`src/rtl/axil_lsu_master_if.sv`:
```
// Bundles the LSU request/response handshake and the AXI4-Lite channels.
// The master modport is the initiator's view. The slave modport is the
// view of whoever drives requests and models the bus.
interface axil_lsu_master_if;
  logic        req_valid;
  logic        req_ready;
  logic        req_wen;
  logic [31:0] req_addr;
  logic [31:0] req_wdata;
  logic [1:0]  req_size;
  logic        req_unsigned;
  logic        resp_valid;
  logic        resp_ready;
  logic [31:0] resp_rdata;
  logic        resp_err;
  logic [31:0] araddr;
  logic        arvalid;
  logic        arready;
  logic [31:0] rdata;
  logic [1:0]  rresp;
  logic        rvalid;
  logic        rready;
  logic [31:0] awaddr;
  logic        awvalid;
  logic        awready;
  logic [31:0] wdata;
  logic [3:0]  wstrb;
  logic        wvalid;
  logic        wready;
  logic [1:0]  bresp;
  logic        bvalid;
  logic        bready;

  modport master (
    input  req_valid, req_wen, req_addr, req_wdata, req_size, req_unsigned,
    input  resp_ready, arready, rdata, rresp, rvalid, awready, wready, bresp, bvalid,
    output req_ready, resp_valid, resp_rdata, resp_err,
    output araddr, arvalid, rready, awaddr, awvalid, wdata, wstrb, wvalid, bready
  );

  modport slave (
    output req_valid, req_wen, req_addr, req_wdata, req_size, req_unsigned,
    output resp_ready, arready, rdata, rresp, rvalid, awready, wready, bresp, bvalid,
    input  req_ready, resp_valid, resp_rdata, resp_err,
    input  araddr, arvalid, rready, awaddr, awvalid, wdata, wstrb, wvalid, bready
  );
endinterface

```
`src/rtl/axil_lsu_master.sv`:
```
// Purpose: AXI4-Lite initiator for the LSU. It handles one load or store at a time and returns extended load data or a completion.
// Latency: best case 3 cycles from accept to resp_valid. A misaligned or illegal request responds 1 cycle after accept.
// Backpressure: req_ready only in IDLE, resp held until resp_ready; optional bus timeout via AXIL_TIMEOUT_EN.
module axil_lsu_master #(
  parameter int TIMEOUT_CYCLES = 255
) (
  input logic               clk,
  input logic               rst,
  axil_lsu_master_if.master bus
);

  typedef enum logic [2:0] {IDLE, RD_A, RD_D, WR_AW, WR_B, DONE} state_t;

  state_t      state, state_nxt;
  logic [31:0] addr_q, wdata_q, rdata_q, load_ext;
  logic [3:0]  wstrb_q;
  logic [1:0]  size_q;
  logic        unsigned_q, aw_done, w_done, err_q;
  logic        req_fire, ar_fire, r_fire, aw_fire, w_fire, b_fire, resp_fire;
  logic        bad_req, busy, timeout;

  // Handshake fires are derived from state so they never loop through the output logic.
  assign req_fire  = (state == IDLE)  && bus.req_valid;
  assign ar_fire   = (state == RD_A)  && bus.arready;
  assign r_fire    = (state == RD_D)  && bus.rvalid;
  assign aw_fire   = (state == WR_AW) && !aw_done && bus.awready;
  assign w_fire    = (state == WR_AW) && !w_done && bus.wready;
  assign b_fire    = (state == WR_B)  && bus.bvalid;
  assign resp_fire = (state == DONE)  && bus.resp_ready;
  assign busy      = (state == RD_A) || (state == RD_D) || (state == WR_AW) || (state == WR_B);

  // Requests that must not reach the bus: size 3, or an address not aligned to the access size.
  assign bad_req = (bus.req_size == 2'd3) ||
                   ((bus.req_size == 2'd1) && bus.req_addr[0]) ||
                   ((bus.req_size == 2'd2) && (bus.req_addr[1:0] != 2'b00));

`ifdef AXIL_TIMEOUT_EN
  localparam int CNT_W = $clog2(TIMEOUT_CYCLES + 1);
  logic [CNT_W-1:0] to_cnt;

  // Bring-up watchdog: counts bus cycles of the current transaction from its accept.
  always_ff @(posedge clk or posedge rst) begin
    if (rst)           to_cnt <= '0;
    else if (req_fire) to_cnt <= '0;
    else if (busy)     to_cnt <= to_cnt + 1'b1;
  end

  assign timeout = busy && (to_cnt == CNT_W'(TIMEOUT_CYCLES - 1));
`else
  logic unused_timeout_cfg;
  // The timeout length has no effect unless the watchdog is built in.
  assign unused_timeout_cfg = (TIMEOUT_CYCLES != 0);
  assign timeout = 1'b0;
`endif

  // State register; an async reset abandons any transaction in flight.
  always_ff @(posedge clk or posedge rst) begin
    if (rst) state <= IDLE;
    else     state <= state_nxt;
  end

  // Next-state and handshake outputs, all decoded from the current state.
  always_comb begin
    state_nxt      = state;
    bus.req_ready  = 1'b0;
    bus.arvalid    = 1'b0;
    bus.rready     = 1'b0;
    bus.awvalid    = 1'b0;
    bus.wvalid     = 1'b0;
    bus.bready     = 1'b0;
    bus.resp_valid = 1'b0;
    unique case (state)
      IDLE: begin
        bus.req_ready = 1'b1;
        if (req_fire) state_nxt = bad_req ? DONE : (bus.req_wen ? WR_AW : RD_A);
      end
      RD_A: begin
        bus.arvalid = 1'b1;
        if (ar_fire) state_nxt = RD_D;
      end
      RD_D: begin
        bus.rready = 1'b1;
        if (r_fire) state_nxt = DONE;
      end
      WR_AW: begin
        bus.awvalid = !aw_done;
        bus.wvalid  = !w_done;
        if ((aw_done || aw_fire) && (w_done || w_fire)) state_nxt = WR_B;
      end
      WR_B: begin
        bus.bready = 1'b1;
        if (b_fire) state_nxt = DONE;
      end
      DONE: begin
        bus.resp_valid = 1'b1;
        if (resp_fire) state_nxt = IDLE;
      end
      default: state_nxt = IDLE;
    endcase
    if (timeout) state_nxt = DONE;
  end

  // Shift the addressed lane down to bit 0, then sign- or zero-extend sub-word loads.
  always_comb begin
    logic [31:0] shifted;
    shifted  = bus.rdata >> {addr_q[1:0], 3'b000};
    load_ext = shifted;
    case (size_q)
      2'd0:    load_ext = unsigned_q ? {24'b0, shifted[7:0]}  : {{24{shifted[7]}}, shifted[7:0]};
      2'd1:    load_ext = unsigned_q ? {16'b0, shifted[15:0]} : {{16{shifted[15]}}, shifted[15:0]};
      default: load_ext = shifted;
    endcase
  end

  // Latch request fields at accept, track AW/W completion, and capture the result.
  always_ff @(posedge clk or posedge rst) begin
    if (rst) begin
      addr_q     <= '0;
      wdata_q    <= '0;
      wstrb_q    <= '0;
      size_q     <= '0;
      unsigned_q <= 1'b0;
      aw_done    <= 1'b0;
      w_done     <= 1'b0;
      rdata_q    <= '0;
      err_q      <= 1'b0;
    end else begin
      if (req_fire) begin
        addr_q     <= bus.req_addr;
        wdata_q    <= bus.req_wdata << {bus.req_addr[1:0], 3'b000};
        size_q     <= bus.req_size;
        unsigned_q <= bus.req_unsigned;
        case (bus.req_size)
          2'd0:    wstrb_q <= 4'b0001 << bus.req_addr[1:0];
          2'd1:    wstrb_q <= 4'b0011 << bus.req_addr[1:0];
          default: wstrb_q <= 4'b1111 << bus.req_addr[1:0];
        endcase
        aw_done <= 1'b0;
        w_done  <= 1'b0;
        rdata_q <= '0;
        err_q   <= bad_req;
      end
      if (aw_fire) aw_done <= 1'b1;
      if (w_fire)  w_done  <= 1'b1;
      if (r_fire) begin
        rdata_q <= load_ext;
        err_q   <= (bus.rresp != 2'b00);
      end
      if (b_fire) err_q <= (bus.bresp != 2'b00);
      if (timeout) begin
        rdata_q <= '0;
        err_q   <= 1'b1;
      end
    end
  end

  assign bus.araddr     = addr_q;
  assign bus.awaddr     = addr_q;
  assign bus.wdata      = wdata_q;
  assign bus.wstrb      = wstrb_q;
  assign bus.resp_rdata = rdata_q;
  assign bus.resp_err   = err_q;

endmodule

```
`src/flat_wrapper.sv`:
```
// flat-port wrapper written by rule: the top's interface ports become plain ports
module axil_lsu_master_flat 
#(
  parameter int TIMEOUT_CYCLES = 255
)
  (clk, rst, bus_req_valid, bus_req_wen, bus_req_addr, bus_req_wdata, bus_req_size, bus_req_unsigned, bus_resp_ready, bus_arready, bus_rdata, bus_rresp, bus_rvalid, bus_awready, bus_wready, bus_bresp, bus_bvalid, bus_req_ready, bus_resp_valid, bus_resp_rdata, bus_resp_err, bus_araddr, bus_arvalid, bus_rready, bus_awaddr, bus_awvalid, bus_wdata, bus_wstrb, bus_wvalid, bus_bready);
  axil_lsu_master_if bus_i ();
  input logic clk;
  input logic rst;
  input wire logic [$bits(bus_i.req_valid)-1:0] bus_req_valid;
  input wire logic [$bits(bus_i.req_wen)-1:0] bus_req_wen;
  input wire logic [$bits(bus_i.req_addr)-1:0] bus_req_addr;
  input wire logic [$bits(bus_i.req_wdata)-1:0] bus_req_wdata;
  input wire logic [$bits(bus_i.req_size)-1:0] bus_req_size;
  input wire logic [$bits(bus_i.req_unsigned)-1:0] bus_req_unsigned;
  input wire logic [$bits(bus_i.resp_ready)-1:0] bus_resp_ready;
  input wire logic [$bits(bus_i.arready)-1:0] bus_arready;
  input wire logic [$bits(bus_i.rdata)-1:0] bus_rdata;
  input wire logic [$bits(bus_i.rresp)-1:0] bus_rresp;
  input wire logic [$bits(bus_i.rvalid)-1:0] bus_rvalid;
  input wire logic [$bits(bus_i.awready)-1:0] bus_awready;
  input wire logic [$bits(bus_i.wready)-1:0] bus_wready;
  input wire logic [$bits(bus_i.bresp)-1:0] bus_bresp;
  input wire logic [$bits(bus_i.bvalid)-1:0] bus_bvalid;
  output wire logic [$bits(bus_i.req_ready)-1:0] bus_req_ready;
  output wire logic [$bits(bus_i.resp_valid)-1:0] bus_resp_valid;
  output wire logic [$bits(bus_i.resp_rdata)-1:0] bus_resp_rdata;
  output wire logic [$bits(bus_i.resp_err)-1:0] bus_resp_err;
  output wire logic [$bits(bus_i.araddr)-1:0] bus_araddr;
  output wire logic [$bits(bus_i.arvalid)-1:0] bus_arvalid;
  output wire logic [$bits(bus_i.rready)-1:0] bus_rready;
  output wire logic [$bits(bus_i.awaddr)-1:0] bus_awaddr;
  output wire logic [$bits(bus_i.awvalid)-1:0] bus_awvalid;
  output wire logic [$bits(bus_i.wdata)-1:0] bus_wdata;
  output wire logic [$bits(bus_i.wstrb)-1:0] bus_wstrb;
  output wire logic [$bits(bus_i.wvalid)-1:0] bus_wvalid;
  output wire logic [$bits(bus_i.bready)-1:0] bus_bready;
  assign bus_i.req_valid = bus_req_valid;
  assign bus_i.req_wen = bus_req_wen;
  assign bus_i.req_addr = bus_req_addr;
  assign bus_i.req_wdata = bus_req_wdata;
  assign bus_i.req_size = bus_req_size;
  assign bus_i.req_unsigned = bus_req_unsigned;
  assign bus_i.resp_ready = bus_resp_ready;
  assign bus_i.arready = bus_arready;
  assign bus_i.rdata = bus_rdata;
  assign bus_i.rresp = bus_rresp;
  assign bus_i.rvalid = bus_rvalid;
  assign bus_i.awready = bus_awready;
  assign bus_i.wready = bus_wready;
  assign bus_i.bresp = bus_bresp;
  assign bus_i.bvalid = bus_bvalid;
  assign bus_req_ready = bus_i.req_ready;
  assign bus_resp_valid = bus_i.resp_valid;
  assign bus_resp_rdata = bus_i.resp_rdata;
  assign bus_resp_err = bus_i.resp_err;
  assign bus_araddr = bus_i.araddr;
  assign bus_arvalid = bus_i.arvalid;
  assign bus_rready = bus_i.rready;
  assign bus_awaddr = bus_i.awaddr;
  assign bus_awvalid = bus_i.awvalid;
  assign bus_wdata = bus_i.wdata;
  assign bus_wstrb = bus_i.wstrb;
  assign bus_wvalid = bus_i.wvalid;
  assign bus_bready = bus_i.bready;
  axil_lsu_master #(.TIMEOUT_CYCLES(TIMEOUT_CYCLES)) u_core (.clk(clk), .rst(rst), .bus(bus_i));
endmodule
```
`config.mk`:
```
export PLATFORM = sky130hd
export DESIGN_NAME = axil_lsu_master_flat
export DESIGN_NICKNAME = d
export VERILOG_FILES = /design/src/rtl/axil_lsu_master_if.sv /design/src/rtl/axil_lsu_master.sv /design/src/flat_wrapper.sv
export SDC_FILE = /design/constraint.sdc
export NUM_CORES = 1
export LEC_CHECK = 0
export CAP_MARGIN = 20
export CORE_ASPECT_RATIO = 1.75
export CORE_MARGIN = 5
export CORE_UTILIZATION = 42
export CTS_CLUSTER_DIAMETER = 60
export CTS_CLUSTER_SIZE = 30
export DETAILED_ROUTE_END_ITERATION = 10
export PLACE_DENSITY = 0.83
export SLEW_MARGIN = 10
export SYNTH_ARGS = -nofsm -noshare
export SYNTH_HDL_FRONTEND = slang
export SYNTH_SLANG_ARGS = --single-unit
```
`constraint.sdc`:
```
create_clock -name clk -period 4.6 [get_ports clk]
set_input_delay 1.38 -clock clk [delete_from_list [all_inputs] [get_ports clk]]
set_output_delay 1.38 -clock clk [all_outputs]
set_load 0.005 [all_outputs]
```
==> results.json <==
{
  "relSlewSlack_pct": 36.0,
  "yosys.area_share.simple_pct": 17.5,
  "tightest_slew_ns": 0.960,
  "powerDensity_mw_per_mm2": 610,
  "initialDrtViolationCount": 172,
  "power_frac_seq_pct": 35.4,
  "maxCapViolations": 0,
  "ant_nets": 0,
  "final_cell_mix": "clkdlybuf4s50_1, nand2_1, dfrtp_1",
  "grt_pass1_vias": 5269,
  "slowest_delay_ns": 0.65,
  "fin_skew_ns": 0.0124,
  "start_util_pct": 42.7,
  "numPortBuffers": 252,
  "synth-seq-area-share_pct": 49.6,
  "total_power_mw": 5.00,
  "die_area_sq_mm": 0.0156,
  "syn_to_final_growth_pct": 49.0,
  "ys.flop_type": "dfrtp_1",
  "timing.final.crit_share_pct": 73.6,
  "irDropWorstVdd_uv": 314,
  "syn_inst": 582,
  "internal_power_mw": 3.26,
  "synth_fa_ha_area_share_pct": 0,
  "r2r_setup_slack_ns": 2.29,
  "syn_area_per_cell_sq_um": 9.45,
  "status": "complete, no violations",
  "yosysWarnings": 0,
  "ys_ff_latch": 109,
  "critPathCaptureType": "primary output",
  "routabilityCongestion": 0.914,
  "start_kind": "register",
  "die_w_um": 96.5,
  "setup-tns-final_ns": 0,
  "cts_tree": "built",
  "rows": 55,
  "clk_latency_ns": 0.34,
  "syn_area_sq_mm": 0.00550,
  "antenna_found_initial": 1,
  "power_frac_comb_pct": 49.9,
  "power_frac_clock_pct": 14.7,
  "min_from": "u_core.bus.wdata[3]",
  "layout_commonest_cell": "clkdlybuf4s50_1",
  "synthArstFlopShare_pct": 100,
  "critPathSlowestCell": "dfrtp_1",
  "switching_share_pct": 34.7,
  "synth_top_family_by_area": "simple AND/OR/NAND/NOR gates",
  "setup_viol": 0,
  "wl_per_cell_um": 18.5,
  "hold_viol": 0,
  "drtPass1Iterations": 4,
  "timing.fmax_ghz": 0.295,
  "cts_setup_buffers": 0,
  "dieHeight_um": 161,
  "synth_xor_area_share_pct": 0,
  "cp_data_arrival_time_ns": 2.01,
  "worstReg2RegStart": "u_core.state[1]",
  "drive_above_1_share_pct": 5.87,
  "critPathKind": "reg2out",
  "synth_edf_count": 0,
  "synthMuxAreaShare_pct": 9.95,
  "viasPerCell": 5.33,
  "cts_buffers": 9,
  "hold_buffers": 0,
  "drc": 0,
  "yosys.cell_types.count": 40,
  "rsz0062_at_grt": "false",
  "cts_resized": 0,
  "cts-htree-levels": 3,
  "grt_pass1_wl_mm": 27.2,
  "period_minus_slack_ns": 3.39,
  "synth_compound_area_share_pct": 14.9,
  "drt_wl_total_mm": 17.6,
  "fillers": 1041,
  "synth_nets": 695,
  "grt_max_degree": 92,
  "core_sq_mm": 0.0129,
  "leakagePower_nw": 3.58,
  "startpoint": "u_core.state[1]",
  "num_io_pins": 253,
  "cp_max_fo": 16,
  "hpwl_mm": 13.7,
  "worstPathCellList": "nor2b_1, nand2_1, nor2_1, clkdlybuf4s50_1",
  "cts.sinks": 109,
  "finalNetCount": 892,
  "power_switching_mw": 1.73,
  "finalMaxSlewViolations": 0,
  "vias": 5091,
  "hold_class": "reg2reg",
  "worstPathRequired_ns": 3.22,
  "grt_usage_pct": 22.4,
  "clock-root-buffer": "clkbuf_16",
  "path_clk_slew_ns": 0.07,
  "overflow": 0,
  "ctsLongestPathBuffers": 2
}
-- sequential cells by signal, summed over array words and instances, names as in the netlist --
signal and count:
u_core.bus.resp_rdata 32, u_core.unsigned_q 1, u_core.w_done 1, u_core.bus.wstrb 4, u_core.bus.araddr 32, u_core.size_q 2, u_core.bus.wdata 32, u_core.bus.resp_err 1
u_core.state 3, u_core.aw_done 1
-- Yosys cell counts (2+ instances only) --
| cell type | instances | area [sq um] |
|---|---|---|
| nand3b_1 | 8 | 60.1 |
| buf_6 | 2 | 22.5 |
| mux2_2 | 16 | 180 |
| dfrtp_1 | 109 | 2730 |
| nand2b_1 | 3 | 18.8 |
| nor3_1 | 6 | 30.0 |
| o21ai_1 | 17 | 85.1 |
| nand3_1 | 17 | 85.1 |
| clkbuf_1 | 24 | 90.1 |
| inv_1 | 4 | 15.0 |
| nand2_1 | 150 | 563 |
| a221o_1 | 16 | 160 |
| nor2_1 | 20 | 75.1 |
| buf_2 | 9 | 45.0 |
| a31oi_1 | 2 | 12.5 |
| mux2i_1 | 31 | 310 |
| o21ai_0 | 23 | 115 |
| a22o_1 | 9 | 78.8 |
| a21oi_1 | 25 | 125 |
| a211oi_1 | 12 | 90.1 |
| o31ai_1 | 10 | 75.1 |
| buf_1 | 7 | 26.3 |
| nor2b_1 | 11 | 68.8 |
| buf_4 | 32 | 240 |
| o32ai_1 | 2 | 17.5 |
| mux2_1 | 3 | 33.8 |
-- worst max-delay path, delay by kind of cell (launching register included) --
kind	cells	cell delay, ns
flip-flops	1	0.65
buffers and inverters	1	0.53
AND/OR/NAND/NOR	3	0.49
-- power by group through the flow --
| stage | Combinational (mW) | Sequential, mW | Clock, mW |
|---|---|---|---|
| finish | 2.50 | 1.77 | 0.734 |
| global route | 2.70 | 1.82 | 0.795 |
| CTS | 2.54 | 1.76 | 0.754 |
| detailed placement | 2.53 | 1.78 | 0 |
| global placement | 2.45 | 1.76 | 0 |
| floorplan | 1.18 | 1.71 | 0 |
-- through the flow --
step                area [sq um]  hold slack (ns)  util [%]  cells  setup slack (ns)
floorplan                   5500            0.463         -    582             0.346
global placement            7910            0.452      61.4    939              1.22
detailed placement          7910            0.455      61.4    939              1.10
CTS                         8190            0.471      63.6    955              1.22
global route                8190            0.497      63.7    956              1.09
finish                      8190            0.465      63.7    956              1.21
-- layer usage --
layer  global-route usage, %  share of wire [%]
met5                       0                  0
met2                    40.1                 54
met4                    12.1                4.5
met3                    4.71                6.7
met1                    23.8                 35
-- logic make-up (layout without fill, tap and decap cells) --
kind of cell | count (synthesis) | in the layout
other | 0 | 1
multiplexers | 51 | 51
buffers and inverters | 78 | 280
flip-flops | 109 | 109
AO/OA/AOI/OAI | 123 | 123
AND/OR/NAND/NOR | 221 | 221
-- path summary, 6_finish.rpt --
path,to,cells past startpoint
setup / recovery,bus_awvalid,4
max in group asynchronous,u_core.bus.wdata[5],3
hold / removal,u_core.bus.wdata[3],2
hold reg to reg,u_core.bus.wdata[3],2
min in group asynchronous,u_core.bus.araddr[26],2
setup reg to reg,u_core.bus.resp_rdata[31],5
-- final cells by class --
| class | count | area (sq um) | share of cell area, % |
|---|---|---|---|
| inverter | 4 | 17.5 | 0.214 |
| clock inverter | 5 | 42.5 | 0.519 |
| clock buffer | 11 | 243 | 2.96 |
| sequential | 109 | 2730 | 33.3 |
| multi-input combinational | 395 | 2340 | 28.5 |
| tap | 171 | 214 | 2.61 |
| antenna | 1 | 2.50 | 0.0305 |
| timing repair buffer | 260 | 2610 | 31.8 |
Note: power is estimated with default switching activity, not from simulation.
